$ cat config.mk
export PLATFORM = sky130hd
export DESIGN_NAME = sevenseg_scan_driver_flat
export DESIGN_NICKNAME = d
export VERILOG_FILES = /design/src/rtl/sevenseg_scan_driver_if.sv /design/src/rtl/sevenseg_scan_driver.sv /design/src/flat_wrapper.sv
export SDC_FILE = /design/constraint.sdc
export NUM_CORES = 1
export LEC_CHECK = 0
export BUFFER_PORTS_ARGS = -buffer_cell sky130_fd_sc_hd__buf_4
export CAP_MARGIN = 0
export CORE_MARGIN = 2
export CORE_UTILIZATION = 55
export CTS_CLUSTER_SIZE = 24
export DETAILED_ROUTE_END_ITERATION = 7
export PLACE_DENSITY = 0.76
export RECOVER_POWER = 25
export SYNTH_ARGS = -nofsm -noshare
export SYNTH_HDL_FRONTEND = slang
export SYNTH_SLANG_ARGS = --single-unit
$ cat constraint.sdc
create_clock -name clk -period 2.8 [get_ports clk]
set_clock_uncertainty 0.2 [all_clocks]
set_input_delay 0.28 -clock clk [delete_from_list [all_inputs] [get_ports clk]]
set_output_delay 0.28 -clock clk [all_outputs]
set_load 0.02 [all_outputs]
$ cat src/rtl/sevenseg_scan_driver_if.sv
// sevenseg_scan_driver_if: datapath-to-display bundle (load/value/ovf/blank in, scan pins out)
interface sevenseg_scan_driver_if;
  logic        load;
  logic [15:0] value;
  logic        ovf;
  logic        blank;
  logic        pending;
  logic [3:0]  AN;
  logic [6:0]  Out;
  logic        LED;
  modport master (output load, value, ovf, blank, input pending, AN, Out, LED);
  modport slave (input load, value, ovf, blank, output pending, AN, Out, LED);
endinterface

$ cat src/rtl/sevenseg_scan_driver.sv
// sevenseg_scan_driver: tear-free 4-digit multiplexed hex display driver; SEVENSEG_LZ_BLANK_EN suppresses leading zeros
module sevenseg_scan_driver #(
  parameter int REFRESH_DIV = 100000
) (
  input logic                   clk,
  input logic                   reset,
  sevenseg_scan_driver_if.slave bus
);
  localparam int CW = (REFRESH_DIV > 1) ? $clog2(REFRESH_DIV) : 1;
  localparam logic [6:0] HEX [0:15] = '{
    7'b1000000, 7'b1111001, 7'b0100100, 7'b0110000,
    7'b0011001, 7'b0010010, 7'b0000010, 7'b1111000,
    7'b0000000, 7'b0010000, 7'b0001000, 7'b0000011,
    7'b1000110, 7'b0100001, 7'b0000110, 7'b0001110
  };
  logic [CW-1:0] cnt_q, cnt_d;
  logic [1:0]    dig_q, dig_d;
  logic [15:0]   disp_q, disp_d;
  logic          led_q, led_d;
  logic [16:0]   shadow_q, shadow_d;
  logic          pending_q, pending_d;
  logic [3:0]    an_q, an_d;
  logic [6:0]    out_q, out_d;
  logic          tick, frame_end, show;
`ifdef SEVENSEG_LZ_BLANK_EN
  assign show = (dig_q == 2'd0) || ((disp_q >> {dig_q, 2'b00}) != 16'd0);
`else
  assign show = 1'b1;
`endif
  always_comb begin
    tick = cnt_q == CW'(REFRESH_DIV - 1);
    frame_end = tick && dig_q == 2'd3;
    cnt_d = tick ? '0 : cnt_q + 1'b1;
    dig_d = dig_q + {1'b0, tick};
    an_d = (bus.blank || !show) ? 4'hF : ~(4'b0001 << dig_q);
    out_d = HEX[disp_q[{dig_q, 2'b00} +: 4]];
    disp_d = disp_q;
    led_d = led_q;
    shadow_d = shadow_q;
    pending_d = pending_q;
    // display only changes at frame boundaries so a frame never mixes old and new digits
    if (bus.load && frame_end) begin
      {led_d, disp_d} = {bus.ovf, bus.value};
      pending_d = 1'b0;
    end else if (frame_end && pending_q) begin
      {led_d, disp_d} = shadow_q;
      pending_d = 1'b0;
    end else if (bus.load) begin
      shadow_d = {bus.ovf, bus.value};
      pending_d = 1'b1;
    end
  end
  always_ff @(posedge clk) begin
    if (reset) begin
      cnt_q <= '0;
      dig_q <= '0;
      disp_q <= '0;
      led_q <= 1'b0;
      shadow_q <= '0;
      pending_q <= 1'b0;
      an_q <= 4'hF;
      out_q <= 7'h7F;
    end else begin
      cnt_q <= cnt_d;
      dig_q <= dig_d;
      disp_q <= disp_d;
      led_q <= led_d;
      shadow_q <= shadow_d;
      pending_q <= pending_d;
      an_q <= an_d;
      out_q <= out_d;
    end
  end
  assign bus.pending = pending_q;
  assign bus.AN = an_q;
  assign bus.Out = out_q;
  assign bus.LED = led_q;
endmodule

$ cat src/flat_wrapper.sv
// flat-port wrapper written by rule: the top's interface ports become plain ports
module sevenseg_scan_driver_flat 
#(
  parameter int REFRESH_DIV = 100000
)
  (clk, reset, bus_load, bus_value, bus_ovf, bus_blank, bus_pending, bus_AN, bus_Out, bus_LED);
  sevenseg_scan_driver_if bus_i ();
  input logic clk;
  input logic reset;
  input wire logic [$bits(bus_i.load)-1:0] bus_load;
  input wire logic [$bits(bus_i.value)-1:0] bus_value;
  input wire logic [$bits(bus_i.ovf)-1:0] bus_ovf;
  input wire logic [$bits(bus_i.blank)-1:0] bus_blank;
  output wire logic [$bits(bus_i.pending)-1:0] bus_pending;
  output wire logic [$bits(bus_i.AN)-1:0] bus_AN;
  output wire logic [$bits(bus_i.Out)-1:0] bus_Out;
  output wire logic [$bits(bus_i.LED)-1:0] bus_LED;
  assign bus_i.load = bus_load;
  assign bus_i.value = bus_value;
  assign bus_i.ovf = bus_ovf;
  assign bus_i.blank = bus_blank;
  assign bus_pending = bus_i.pending;
  assign bus_AN = bus_i.AN;
  assign bus_Out = bus_i.Out;
  assign bus_LED = bus_i.LED;
  sevenseg_scan_driver #(.REFRESH_DIV(REFRESH_DIV)) u_core (.clk(clk), .reset(reset), .bus(bus_i));
endmodule
[Word level (Yosys, flattened, before mapping)]
Memory sizes are Yosys's and may differ from the RTL's. A register that Yosys moved wholly into a read port is not among the register bits.
Cells that the tools add are included.
Storage, ports and cells
  ROM bits: 112
  logic and storage cells: 30
  input port bits: 21
  flip-flop bits (word level): 58
  output and inout bits: 13
  memories: 1
Cells by class
  add/subtract/negate cells: 2
  reduce and logical (&&, ||, !) cells: 8
  equality and inequality tests: 2
  multiplexer cells: 4
  bitwise operators: 4
  shifts and indexed selects: 2
Memories
  (no name shown): words 16, bits a word 7, read ports 1, clocked after Yosys merged registers in 1, wr ports 0, RTL line sevenseg_scan_driver.sv:36  | out_d = HEX[disp_q[{dig_q, 2'b00} +: 4]];
Operators with widths (number)
  two-way mux 16 bit: 2
  adder 17 x 1 -> 17 bit (second input constant): 1
  == test 17 bit (second input constant): 1
  variable part select 16 x 5 -> 4 bit: 1
  NOT 4 -> 5 bit: 1
  NOT 4 bit: 1
  OR reduction 2 bit: 2
  left shift 1 x 2 -> 4 bit (first input constant): 1
  logical AND 1 bit: 3
  AND reduction 3 bit: 1
  OR reduction 3 bit: 1
  adder 2 x 1 -> 2 bit: 1
  == test 2 bit (second input constant): 1
  two-way mux 1 bit: 2
  NOT 1 bit: 2
  nonzero test 2 bit: 1

[Logic depth before layout (Yosys ltp)]
Gate-level depths: netlist (run 1).
  depth after elaboration: 5
  gate-level depth with buffers: 8
  mapped depth without buffers: 7

[Worst setup path before layout (run 1)]
No wires, ideal clock.
  kind: register to register
  from: reg u_core.dig_q[0]
  to: reg u_core.out_q[0] (netlist: u_core.bus.Out[0])
  data required time: 2470 ps
  arrival: 1822 ps
  cell stages (with the launch flop): 7
  library setup time: 130 ps
  period minus slack after synthesis: 2152 ps
  buffers on the path: 1
  slack: 648 ps
  cell sequence: dfxtp_1 > buf_2 > mux4_2 > ha_1 > or3b_1 > o221ai_1 > nand2_1
On the way
  longest elaborated chain between the ends: 2
Ends and longest elaborated chain
  start: declaration: RTL line sevenseg_scan_driver.sv:17  | logic [1:0] dig_q, dig_d;
  start signal: assignment: RTL line sevenseg_scan_driver.sv:65  | dig_q <= dig_d;
  variable part select 16 x 5 -> 4 bit: RTL line sevenseg_scan_driver.sv:36
  NOT 4 -> 5 bit (implied by the code): RTL line sevenseg_scan_driver.sv:36
  end: declaration: RTL line sevenseg_scan_driver.sv:23  | logic [6:0] out_q, out_d;
Every way passes these cells.
A chain may end at the register's enable or synchronous reset.

[Worst setup path after layout (run 1)]
  from: reg u_core.cnt_q[0]
  to: reg u_core.disp_q[6]
On the way
  longest elaborated chain between the ends: 4
  elaborated cells on any way between the ends: 6
  classes of those cells: eq/ne: 1; mux: 1; reduce/logical: 4
Ends and longest elaborated chain
  start: declaration: RTL line sevenseg_scan_driver.sv:16  | logic [CW-1:0] cnt_q, cnt_d;
  start signal: assignment: RTL line sevenseg_scan_driver.sv:64  | cnt_q <= cnt_d;
  == test 17 bit (*): RTL line sevenseg_scan_driver.sv:31  | tick = cnt_q == CW'(REFRESH_DIV - 1);
  logical AND 1 bit (*): RTL line sevenseg_scan_driver.sv:32  | frame_end = tick && dig_q == 2'd3;
  logical AND 1 bit (on tied branches): RTL line sevenseg_scan_driver.sv:42, sevenseg_scan_driver.sv:45
  two-way mux 16 bit or nonzero test 2 bit (tied branches)
  end signal: assignment: RTL line sevenseg_scan_driver.sv:66  | disp_q <= disp_d;
  end: declaration: RTL line sevenseg_scan_driver.sv:18  | logic [15:0] disp_q, disp_d;
Every way passes the cells marked *; elsewhere a longest branch is shown, timed or not.

==> impl_metrics.py, run 1 <==
metrics = {
    "drt": {
        "top_layer_used": "met4",
        "drt-total-wl_mm": 5.91,
        "viasPerCell": 5.42,
        "dr_wl_met2_mm": 2.59,
        "wl_met3_um": 263,
        "m1WireLength_mm": 2.94,
        "drt_iter0_drc": 147,
        "antenna_left": 0,
        "wl_per_cell_um": 13.6,
        "vias": 2347,
        "drtPass1Iterations": 4,
        "drc_errors": 0,
    },
    "die": {
        "ios": 34,
        "initial_core_util": 0.561,
        "die_area_sq_um": 6130,
        "die_w_um": 78.3,
        "die_h_um": 78.3,
        "rows": 27,
        "core_area_sq_um": 5410,
    },
    "clock_network": {
        "clkTransAtPathRegs_ns": 0.07,
        "clock_sinks": 65,
        "cts-buffers-inserted": 9,
        "cts_tree": "done",
        "cts_buffer_depth": 2,
        "cts_hold_buf": 13,
        "root_buffer": "clkbuf_8",
        "post_cts_buffers": 0,
        "cts_resized": 0,
        "cts_max_level": 3,
        "clk_latency_ns": 0.34,
    },
    "power": {
        "power_mw": 2.07,
        "leakage_nw": 1.33,
        "ir_drop_uv": 352,
        "pwr_density_cell_nw_per_um2": 577,
    },
    "run_status": {
        "status": "finished, final reports clean",
    },
    "cells_and_area": {
        "final_cell_mix": "65 x dfxtp_1, 47 x nand2_1, 23 x inv_1",
        "areaGrowthSynthToFinish_pct": 18.4,
        "instances_no_fill": 433,
        "fin_nets": 385,
        "n_antenna_cell": 0,
        "final_common_cell": "dfxtp_1",
        "drive_gt1_frac": 0.150,
    },
    "sta": {
        "drv_slew": 0,
        "hold_violations": 0,
        "period_needed_ns": 2.43,
        "tightestPinTransition_ns": 1.01,
        "fmax_ghz": 0.412,
        "hold-worst-slack_ns": 0.00478,
        "max_slew_margin": 0.328,
        "setup_violations": 0,
        "rsz0062_at_grt": "no",
        "fin_tns_setup_ns": 0,
        "min_period_over_period": 0.867,
    },
    "placement": {
        "dp_cells": 404,
        "dp_hpwl_mm": 3.95,
        "io_buffers": 33,
        "place.gp.congestion": 0.887,
    },
    "worst_setup_path": {
        "worstRegToRegCells": 5,
        "crit_path_start_kind": "flip-flop",
        "critPathCaptureType": "flip-flop",
        "worstSetupPathType": "reg2reg",
        "critPathLaunch": "u_core.cnt_q[0]",
        "reg2reg_to": "u_core.disp_q[6]",
        "cp.arrival_ns": 2.47,
        "r2r-start": "u_core.cnt_q[0]",
        "crit_path_max_fanout": 17,
        "cp.required_ns": 2.85,
        "r2r_slack_ns": 0.37,
        "cp-endpoint": "u_core.disp_q[6]",
    },
    "min_path": {
        "hold_class": "in2reg",
    },
    "logic_synthesis": {
        "netlist_area_sq_um": 3030,
        "syn_area_per_cell_sq_um": 9.54,
        "ys_warn_count": 0,
        "synth-async-reset-ratio": 0,
        "synthFlopType": "dfxtp_1",
        "syn-num-nets": 347,
        "synth_edf_count": 0,
        "synth_cell_types": 44,
        "ys_ff_latch": 65,
        "syn_inst": 318,
        "yosysSeqAreaShare": 0.429,
    },
    "global_route": {
        "grt_max_degree": 39,
        "grt_pass1_wl_mm": 9.96,
        "antenna_found_initial": 0,
        "grt_pass1_vias": 2202,
        "grt_util_all_layers": 0.206,
        "overflow": 0,
    },
    "flow_run": {
        "maxCapViolCount": 0,
    },
}
-- layout make-up --
type,count,area (sq um)
Sequential cell,65,1300
Fill cell,432,1810
Clock inverter,5,103
Clock buffer,11,141
Inverter,23,86.3
Multi-Input combinational cell,207,1520
Timing Repair Buffer,50,352
Tap cell,72,90.1
-- Yosys cell counts, types with 3 or more instances --
library cell	n	area share
dfxtp_1	65	0.43
nand2_1	47	0.058
inv_1	23	0.028
nor2_1	22	0.027
mux2i_1	20	0.066
a22oi_1	16	0.040
clkbuf_1	14	0.017
o32ai_2	10	0.054
ha_1	8	0.033
xor2_1	8	0.023
o32ai_1	7	0.020
xnor2_1	7	0.020
a21oi_1	6	0.0099
nand3_1	6	0.0099
nand4_1	6	0.012
nor3_1	5	0.0082
mux4_2	4	0.030
o21ai_0	4	0.0066
buf_2	3	0.0049
or3_1	3	0.0062
or4_1	3	0.0074
-- cells by family after synthesis --
group	count (synthesis)	synth area share
and+or+nand+nor	108	0.174
DFF	65	0.429
AOI/OAI and AO/OA	51	0.151
buffers and inverters	46	0.0709
muxes	25	0.0994
xor gates and xnor gates	15	0.0433
adders and majority gates	8	0.0330
-- state kept, by name, summed over array words and instances (netlist names) --
signal and flops:
u_core.disp_q 16, u_core.cnt_q 17, u_core.bus.AN 4, u_core.bus.LED 1
u_core.shadow_q 17, u_core.bus.pending 1, u_core.dig_q 2, u_core.bus.Out 7
-- routing by layer --
layer | vias to the layer above | global-route usage
li1 | 1202 | -
met1 | 1083 | 0.283
met2 | 53 | 0.312
met3 | 9 | 0.0483
met4 | 0 | 0.0860
met5 | - | 0
-- worst max-delay path, cell delays in order (launching register included) --
cell and delay, ns:
dfxtp_1 0.37, ha_1 0.25, and4_1 0.34, nand2_1 0.07
or4_1 0.88, o32ai_1 0.23
-- how the worst min path moves through the flow --
stage                             start                   to  slack, ns  cells after the start
detailed placement   u_core.shadow_q[9]   u_core.shadow_q[9]       0.25                      2
finish                     bus_value[6]   u_core.shadow_q[6]      0.005                      3
global route               bus_value[7]   u_core.shadow_q[7]       0.02                      3
global placement    u_core.shadow_q[11]  u_core.shadow_q[11]       0.24                      2
CTS                       bus_value[10]  u_core.shadow_q[10]     0.0003                      3
floorplan                     bus_blank     u_core.bus.AN[3]       0.18                      1
-- per-stage QoR --
step	setup WS (ns)	cell area [sq um]	util
2_1_floorplan	0.648	3030	-
3_3_place_gp	0.463	3270	0.606
3_5_place_dp	0.399	3270	0.606
4_1_cts	0.378	3650	0.675
5_1_grt	0.207	3590	0.664
6_report	0.373	3590	0.664
-- power by group --
group	internal, mW	switching, mW
sequential	0.950	0.0132
clock	0.614	0.351
combinational	0.0660	0.0771
No activity file was read; power rests on OpenSTA's default activity.
==> inputs of run 2 (changes only) <==
--- a/config.mk
+++ b/config.mk
@@ -11,7 +11,7 @@
 export CORE_UTILIZATION = 55
 export CTS_CLUSTER_SIZE = 24
 export DETAILED_ROUTE_END_ITERATION = 7
-export PLACE_DENSITY = 0.76
+export PLACE_DENSITY = 0.75
 export RECOVER_POWER = 25
 export SYNTH_ARGS = -nofsm -noshare
 export SYNTH_HDL_FRONTEND = slang
==> run 2 against run 1 <==
Against the previous run:
- die area did not move
- wire length is 2.8% higher
- core utilization down 2.7 points
- register-to-register slack got worse by 0.04 ns
- largest cell class unchanged
==> impl_metrics.py, run 2 (synthesis gave the netlist of run 1 again) <==
metrics = {
    "power": {
        "pwr_density_cell_nw_per_um2": 543,
        "switchingPower_mw": 0.429,
        "ir_drop_uv": 291,
        "clock_power_share": 0.414,
        "leakage_nw": 1.27,
        "power_frac_seq": 0.515,
        "swShare": 0.229,
        "internal-power_mw": 1.44,
        "pwr-share-comb": 0.071,
    },
    "global_route": {
        "grt_max_degree": 39,
        "grt_util_all_layers": 0.212,
        "antenna_found_initial": 0,
        "grt_pass1_wl_mm": 10.2,
        "grt_pass1_vias": 2179,
        "overflow": 0,
    },
    "flow_run": {
        "maxCapViolCount": 0,
    },
    "clock_network": {
        "clkTransAtPathRegs_ns": 0.07,
        "cts-buffers-inserted": 9,
        "clock_sinks": 65,
        "cts_tree": "done",
        "root_buffer": "clkbuf_8",
        "cts_buffer_depth": 2,
        "post_cts_buffers": 0,
        "clk_latency_ns": 0.33,
        "cts_max_level": 3,
    },
    "cells_and_area": {
        "largest_registers": "u_core.cnt_q x17, u_core.shadow_q x17, u_core.disp_q x16",
        "num-fill-cells": 482,
        "final_common_cell": "dfxtp_1",
        "final_cell_mix": "65 x dfxtp_1, 47 x nand2_1, 23 x inv_1",
        "seqCellArea_sq_um": 1300,
        "n_antenna_cell": 0,
        "areaGrowthSynthToFinish_pct": 13.6,
        "multiInputGateArea_sq_um": 1520,
        "drive_gt1_frac": 0.148,
        "post-route-util": 0.638,
        "fin_nets": 376,
        "design_area_sq_um": 3450,
    },
    "drt": {
        "antenna_left": 0,
        "vias": 2367,
        "drt_iter0_drc": 150,
        "drc_errors": 0,
        "wl_per_cell_um": 14.3,
        "drt-total-wl_mm": 6.07,
        "drtPass1Iterations": 4,
        "viasPerCell": 5.58,
    },
    "sta": {
        "rsz0062_at_grt": "no",
        "hold-worst-slack_ns": 0.00612,
        "drv_slew": 0,
        "setup_violations": 0,
        "tightestPinTransition_ns": 0.991,
        "fmax_ghz": 0.406,
        "hold_violations": 0,
        "fin_tns_setup_ns": 0,
        "period_needed_ns": 2.46,
        "max_slew_margin": 0.339,
        "min_period_over_period": 0.880,
    },
    "worst_setup_path": {
        "cp.arrival_ns": 2.49,
        "crit_path_start_kind": "flip-flop",
        "worstSetupPathType": "reg2reg",
        "critPathCaptureType": "flip-flop",
        "cp.required_ns": 2.83,
        "crit_path_max_fanout": 17,
    },
    "die": {
        "initial_core_util": 0.561,
        "core_area_sq_um": 5410,
        "rows": 27,
        "ios": 34,
        "die_h_um": 78.3,
        "die_w_um": 78.3,
        "die_area_sq_um": 6130,
    },
    "run_status": {
        "status": "finished, final reports clean",
    },
    "placement": {
        "placed_area_sq_um": 3270,
        "dp_hpwl_mm": 3.90,
        "io_buffers": 33,
        "place.gp.congestion": 0.866,
    },
    "min_path": {
        "hold_class": "in2reg",
    },
}
[run 2: per-stage QoR]
stage               setup slack [ns]  power [mW]  instances
detailed placement             0.400        1.12        404
global route                   0.224        1.95        424
global placement               0.455        1.11        404
finish                         0.335        1.87        424
floorplan                      0.648        1.07        318
CTS                            0.325        1.89        423
[run 2: power by group through the flow]
stage / Sequential (mW) / Clock, mW / Combinational (mW)
after global routing: 0.965 / 0.841 / 0.147
after CTS: 0.963 / 0.785 / 0.139
after global placement: 0.983 / 0 / 0.132
final: 0.963 / 0.775 / 0.134
after floorplan: 0.990 / 0 / 0.0761
after detailed placement: 0.984 / 0 / 0.134
[run 2: final timing paths]
kind / slack (ns) / startpoint / end / depth (start not counted)
hold reg to reg: 0.26 / u_core.shadow_q[3] / u_core.shadow_q[3] / 2
setup / recovery: 0.34 / u_core.cnt_q[0] / u_core.disp_q[1] / 5
setup reg to reg: 0.34 / u_core.cnt_q[0] / u_core.disp_q[1] / 5
hold / removal: 0.006 / bus_value[8] / u_core.shadow_q[8] / 3
[run 2: worst max-delay path, cell delays in order, from the launching register on]
cell and delay, ns:
dfxtp_1 0.37, ha_1 0.23, and4_1 0.33, nand2_1 0.07, or4_1 0.88, o32ai_1 0.27
[run 2: final cells by class]
class / instances / share of cell area
clock buffer: 13 / 0.0432
clock inverter: 3 / 0.0116
inverter: 23 / 0.0251
multi-input combinational: 207 / 0.440
sequential: 65 / 0.378
tap: 72 / 0.0261
timing repair buffer: 41 / 0.0759
[run 2: layer usage]
metal | vias to the layer above | share of wire | GRT usage
li1 | 1176 | - | -
met1 | 1132 | 0.47 | 0.289
met5 | - | 0 | 0
met3 | 9 | 0.042 | 0.0586
met4 | 0 | 0.012 | 0.0719
met2 | 50 | 0.47 | 0.326
[run 2: timing repair]
item                      4_1_cts  5_1_grt
hold endpoints to repair        6        1
resized for setup               0        0
hold buffers                    3        1
